--- config.mk ---
export PLATFORM = sky130hd
export DESIGN_NAME = piso_serializer
export DESIGN_NICKNAME = d
export VERILOG_FILES = /design/src/rtl/piso_serializer_pkg.sv /design/src/rtl/piso_serializer.sv
export SDC_FILE = /design/constraint.sdc
export NUM_CORES = 1
export LEC_CHECK = 0
export CAP_MARGIN = 20
export CORE_MARGIN = 2
export CORE_UTILIZATION = 32
export DETAILED_ROUTE_END_ITERATION = 10
export GPL_TIMING_DRIVEN = 0
export SLEW_MARGIN = 10
export SYNTH_ARGS = -nofsm -noshare
export SYNTH_HDL_FRONTEND = slang
export SYNTH_SLANG_ARGS = --single-unit
--- constraint.sdc ---
create_clock -name clk -period 1.85 [get_ports clk]
set_input_delay 0.185 -clock clk [delete_from_list [all_inputs] [get_ports clk]]
set_output_delay 0.185 -clock clk [all_outputs]
set_load 0.01 [all_outputs]
--- src/rtl/piso_serializer_pkg.sv ---
// Shared types for the serial framer: shifter state encoding and the start-bit level.
package serial_pkg;

  typedef enum logic [1:0] {
    IDLE  = 2'd0,
    START = 2'd1,
    DATA  = 2'd2
  } ser_state_t;

  localparam logic START_BIT = 1'b1;

endpackage

--- src/rtl/piso_serializer.sv ---
// Parallel-in/serial-out framer: one-word holding buffer feeding a shifter that emits
// an optional start bit plus W data bits, one bit per clock, on registered outputs.
module piso_serializer
  import serial_pkg::*;
#(
  parameter int W         = 8,
  parameter int MSB_FIRST = 1,
  parameter int FRAMED    = 1
) (
  input  logic         clk,
  input  logic         rst,
  input  logic [W-1:0] in_data,
  input  logic         in_valid,
  output logic         in_ready,
  output logic         dout,
  output logic         dout_valid,
  output logic         busy
);

  localparam int            CW       = $clog2(W);
  localparam logic [CW-1:0] LAST_IDX = CW'(W - 1);

  ser_state_t    r_state;
  logic [W-1:0]  r_hold;
  logic          r_hold_full;
  logic [W-1:0]  r_shift;
  logic [CW-1:0] r_cnt;
  logic          r_dout;
  logic          r_dout_valid;

  logic          w_accept;
  logic          w_last;
  logic          w_reload;
  logic          w_bypass;
  logic [W-1:0]  w_next_word;

  function automatic logic first_bit(input logic [W-1:0] word);
    return (MSB_FIRST != 0) ? word[W-1] : word[0];
  endfunction

  function automatic logic [W-1:0] shift_once(input logic [W-1:0] word);
    return (MSB_FIRST != 0) ? {word[W-2:0], 1'b0} : {1'b0, word[W-1:1]};
  endfunction

  assign in_ready    = rst & ~r_hold_full;
  assign w_accept    = in_valid & in_ready;
  assign w_last      = (r_state == DATA) && (r_cnt == LAST_IDX);
  // A word accepted on the last-bit edge with an empty buffer goes straight to the shifter.
  assign w_bypass    = w_last & ~r_hold_full & w_accept;
  assign w_reload    = ((r_state == IDLE) && r_hold_full) || (w_last && (r_hold_full || w_accept));
  assign w_next_word = r_hold_full ? r_hold : in_data;

  assign dout        = r_dout;
  assign dout_valid  = r_dout_valid;
  assign busy        = (r_state != IDLE) | r_hold_full;

  // Holding buffer and shifter FSM with registered serial outputs.
  always_ff @(posedge clk or negedge rst) begin
    if (!rst) begin
      r_state      <= IDLE;
      r_hold       <= '0;
      r_hold_full  <= 1'b0;
      r_shift      <= '0;
      r_cnt        <= '0;
      r_dout       <= 1'b0;
      r_dout_valid <= 1'b0;
    end else begin
      if (w_accept && !w_bypass) begin
        r_hold      <= in_data;
        r_hold_full <= 1'b1;
      end else if (w_reload) begin
        r_hold_full <= 1'b0;
      end else begin
        r_hold_full <= r_hold_full;
      end

      if (w_reload) begin
        r_cnt        <= '0;
        r_dout_valid <= 1'b1;
        if (FRAMED != 0) begin
          r_state <= START;
          r_shift <= w_next_word;
          r_dout  <= START_BIT;
        end else begin
          r_state <= DATA;
          r_shift <= shift_once(w_next_word);
          r_dout  <= first_bit(w_next_word);
        end
      end else begin
        case (r_state)
          START: begin
            r_state      <= DATA;
            r_shift      <= shift_once(r_shift);
            r_dout       <= first_bit(r_shift);
            r_dout_valid <= 1'b1;
            r_cnt        <= '0;
          end
          DATA: begin
            if (w_last) begin
              r_state      <= IDLE;
              r_dout       <= 1'b0;
              r_dout_valid <= 1'b0;
            end else begin
              r_shift      <= shift_once(r_shift);
              r_dout       <= first_bit(r_shift);
              r_dout_valid <= 1'b1;
              r_cnt        <= r_cnt + CW'(1);
            end
          end
          IDLE: begin
            r_dout       <= 1'b0;
            r_dout_valid <= 1'b0;
          end
          default: begin
            r_state      <= IDLE;
            r_dout       <= 1'b0;
            r_dout_valid <= 1'b0;
          end
        endcase
      end
    end
  end

endmodule

Word-level counts from Yosys, hierarchy flattened --
Index checks and enable logic that the tools add are counted. Widths: inputs -> output; s select.
Storage, ports and cells: logic and storage cells 51, output and inout bits 4, input bits 11, register bits 24
Cells by class: eq/ne operators 6, bitwise gates (word level) 6, reduce and logical (&&, ||, !) cells 13, $add $sub $neg 1, muxes and demuxes 18
Operators by type and width (number):
- $mux 8 | 3
- $pmux 8 s2 | 1
- $mux 1 | 6
- $mux 3 | 2
- $ne 3x3->1 const B | 2
- $pmux 2 s3 | 1
- $pmux 3 s2 | 1
- $and 1x1->1 | 4
- $logic_and 1x1->1 | 4
- $mux 2 | 2
- $pmux 1 s2 | 2
- $reduce_and 2->1 | 2
- $reduce_bool 2->1 | 2
- $add 3x1->3 const B | 1
- $eq 3x3->1 const B | 1
- $reduce_bool 3->1 | 1
- $eq 2x1->1 const B | 1
- $eq 2x2->1 const B | 1
- $logic_not 2->1 | 1
- $logic_or 1x1->1 | 2
- $ne 2x2->1 const B | 1
- $logic_not 1->1 | 1
- $not 1->1 | 1
- $or 1x1->1 | 1

Depth between registers and ports, before layout --
depth after elaboration 8, gate-level depth with buffers 6, gate-level depth less buffers 5

Least setup slack after synthesis --
OpenSTA, ideal clock, no wires.
kind register -> register, start register r_cnt[0], end register r_hold[0], period minus slack after synthesis 1.668 ns, stages on the path, launching flop included 7, data required time 1.725 ns, path slack 0.182 ns, data arrival time 1.543 ns, setup time 0.125 ns, path buffers 1, cell sequence dfrtp_1 > ha_1 > ha_1 > nand2_4 > and3_4 > buf_6 > mux2_4
Between the ends: cells in the longest elaborated chain, start to end 6
RTL lines:
- start: declaration | RTL line piso_serializer.sv:27 | logic [CW-1:0] r_cnt;
- start signal: assignment | RTL line piso_serializer.sv:107 | r_cnt <= r_cnt + CW'(1);
- $eq 3x3->1 | RTL line piso_serializer.sv:47 | assign w_last = (r_state == DATA) && (r_cnt == LAST_IDX);
- $logic_and 1x1->1 | RTL line piso_serializer.sv:47
- $and 1x1->1 (2 in series) | RTL line piso_serializer.sv:49 | assign w_bypass = w_last & ~r_hold_full & w_accept;
- $logic_not 1->1 | RTL line piso_serializer.sv:68 | if (w_accept && !w_bypass) begin
- $logic_and 1x1->1 | RTL line piso_serializer.sv:68
- end signal: assignment | RTL line piso_serializer.sv:69 | r_hold <= in_data;
- end: declaration | RTL line piso_serializer.sv:24 | logic [W-1:0] r_hold;
Every way passes these cells. A chain may end at the register's enable or synchronous reset.

Worst setup path after layout --
start register r_state[0], end output port busy
Between the ends: cells in the longest elaborated chain, start to end 2
RTL lines:
- start: declaration | RTL line piso_serializer.sv:23 | ser_state_t r_state;
- start signal: assignment | RTL line piso_serializer.sv:60 | r_state <= IDLE;
- start signal: assignment | RTL line piso_serializer.sv:81 | r_state <= START;
- start signal: assignment | RTL line piso_serializer.sv:85 | r_state <= DATA;
- $reduce_bool 2->1 | RTL line piso_serializer.sv:55 | assign busy = (r_state != IDLE) | r_hold_full;
- $or 1x1->1 | RTL line piso_serializer.sv:55
- end: declaration | RTL line piso_serializer.sv:17 | output logic busy
Every way passes these cells.

==> reports/results.txt <==
status: complete, no violations
crit-path max FO: 6
hold slack: 0.1430 ns
Net Sw Frac: 36.63%
Worst path max stage delay: 0.47 ns
first-pass GRT wire length: 4.692 mm
static leakage: 0.0007010 uW
slowest CP cell: clkdlybuf4s50_1
worst slew pin tran: 0.5542 ns
setup violators final: 0
Worst-Skew Late Latency: 0.27 ns
worst r2r src: r_cnt[0]$_DFFE_PN0P_
cts bufs inserted: 3
Clock Skews: 0.003197 ns
WL/cell: 14.82 um
Final Hold Vio Count: 0
clk root buf: clkbuf_8
Worst Hold Class: input pin to async pin
synth warn: 0
gr usage total: 14.14%
Net Sw Power: 846.6 uW
cell count after synthesis: 114
Clock transition at path regs: 0.09 ns
number of synthesized register bits: 24
CP Depth: 4
DRC violations left: 0
Initial Util: 33.97%
total power: 2311 uW
Post-Route WL: 2.801 mm
Reg power frac: 37.7%
PortBufs: 14
CTS max path bufs: 2
RSZ-0062 raised after global routing: no
fin nets: 158
Mapped Avg Cell Area: 11.07 sq um
via count: 991
CP Data Required Time: 1.66 ns
Comb pwr share: 46.6%
core area: 3716 sq um
Crit. End Element: primary output
Buf/Inv on CP: 2
H-tree levels: 1
die height: 66.81 um
CP Launch Point: r_state[0]$_DFFE_PN0P_
Max Clk Rate: 565.4 MHz
P&R area growth vs syn: 29.53%
row count: 22
First DRT Iteration DRCs: 72
Mapped Area: 1262 sq um
total grt overflow: 0
Final Critical Period: 1.769 ns
FF-to-FF path depth: 6
max_slew headroom: 62.92%
share of layout cells above drive strength 1: 21.99%
footprint of the multi-input gates: 619.3 sq um
register area share after synthesis: 47.57%
DR pass1 iterations: 6
chip width: 66.81 um
final RePlAce weighted congestion: 0.7302
# fillers: 361
arrival time worst endpoint: 1.58 ns
critical path, cell by cell: inv_1 > ha_2 > nand2b_1 > clkdlybuf4s50_1
largest net degree at the start of global routing: 19
Max IR drop VDD: 0.0004203 V
antenna violations before repair: 0
Clock Power Share: 15.7%
FF+latch area: 600.6 sq um
CP startpoint kind: register
post-route ant nets: 0
Net Count, Synth: 130
Post-Place Worst Slack: -0.2021 ns
Total Die Area: 4464 sq um
max_cap viols: 0
Pwr per Cell Area: 1413 nW/um^2
CTS Sinks: 24
PnR worst setup slack: 0.08145 ns
Max Slew Vio Count: 0
P_int: 1464 uW
vias in the first global route: 984
Top-Level Pins: 15
antenna cell count: 0
CP Class: register to primary output
CTS tree: yes
detailed placement HPWL: 1.903 mm
Synth cell types: 30
period utilisation layout: 95.60%
Top Family by Delay on Critical Path: buffers and inverters
vias per cell: 5.243
metrics by stage:
step	area (sq um)	TNS (ns)	utilization [%]	cells
floorplan	1262	0	-	114
global placement	1463	-15.08	39.36	176
detailed placement	1490	-2.741	40.10	177
CTS	1584	0	42.63	185
global route	1635	0	44.01	189
finish	1635	0	44.01	189
placed cells by master, fill, tap and decap left out, types with 2 or more instances in the layout:
master,Yosys,layout
a2111oi_0,7,4
a2111oi_1,0,2
a21oi_1,3,3
a31oi_1,7,7
buf_4,0,6
buf_6,2,4
clkbuf_8,0,4
clkdlybuf4s50_1,0,13
dfrtp_1,24,24
dlygate4sd3_1,0,2
ha_1,5,3
ha_2,0,2
inv_1,4,4
mux2_4,8,8
nand2_1,4,4
nand3_1,7,7
nor2_1,3,3
nor2b_1,8,8
o21ai_0,13,13
or2_1,2,2
synthesized netlist by cell type (all sizes together):
cell	count	area [sq um]
dfrtp	24	600.6
and3	1	11.26
ha	5	62.56
clkbuf	2	8.750
nand2	5	26.27
or2	2	12.51
a311oi	1	8.760
nand2b	1	6.260
o21ai	14	70.06
a2111oi	7	61.31
inv	4	15.01
a31o	1	8.760
nor2b	8	50.05
a21oi	4	23.77
mux2	8	120.1
nor2	3	11.26
o221ai	1	8.760
nand3	7	35.03
a22oi	1	12.51
and2b	1	7.510
or3b	1	8.760
mux2i	1	10.01
a31oi	7	43.79
buf	4	32.53
and2	1	6.260
cell families after synthesis:
logic type	Yosys count	synth area share (%)
compound gates	36	18.83
mux	9	10.31
buf+inv	10	4.459
flops	24	47.57
fa+ha+maj	5	4.955
simple gates	30	13.88
flip-flops by register name, summed over array words and instances, names as in the netlist:
signal       cells
r_shift          8
r_hold_full      1
r_state          2
dout_valid       1
dout             1
r_cnt            3
r_hold           8
worst paths after layout:
| path | to | slack [ns] |
|---|---|---|
| worst min-delay path | r_shift[4]$_DFFE_PN0P_ | 0.14 |
| worst min register to register | r_cnt[0]$_DFFE_PN0P_ | 0.50 |
| worst max-delay path | busy | 0.08 |
| max in group asynchronous | r_hold[3]$_DFFE_PN0P_ | 0.98 |
| worst max register to register | r_hold[2]$_DFFE_PN0P_ | 0.10 |
| min in group clk | r_cnt[0]$_DFFE_PN0P_ | 0.50 |
worst reg2reg max path, delay by kind of cell (launching register included):
family                     cells  cell delay, ns
adders and majority gates      2            0.45
DFF                            1            0.40
muxes                          1            0.32
and+or+nand+nor                2            0.31
buffers and inverters          1            0.16
repair_timing:
item / 4_1_cts / 5_1_grt
setup buffers: 2 / 4
hold endpoints to repair: 1 / 0
hold buffers: 2 / 0
cloned: 0 / 0
pin swaps: 1 / 1
setup endpoints to repair: 3 / 14
resized for setup: 3 / 8
routing by layer:
metal / up-vias / GRT usage (%) / share of wire [%]
met4: 0 / 5.357 / 1.6
met3: 6 / 2.027 / 3.3
li1: 475 / - / -
met1: 490 / 19.42 / 47
met2: 20 / 22.50 / 48
met5: - / 0 / 0
final cells by class:
type / instances / share of cell area [%]
inverter: 4 / 0.9181
tap: 48 / 3.673
clock buffer: 4 / 3.366
sequential: 24 / 36.73
buffer: 6 / 3.290
timing repair buffer: 23 / 14.15
multi-input combinational: 80 / 37.87
power by group through the flow:
stage	Sequential [uW]	Clock, uW	Combinational, uW
final	872	363	1080
after floorplan	853	0	700
after CTS	868	362	1050
after detailed placement	875	0	1010
after global placement	860	0	954
after global routing	900	388	1210
Power figures use the tool's default switching activity.
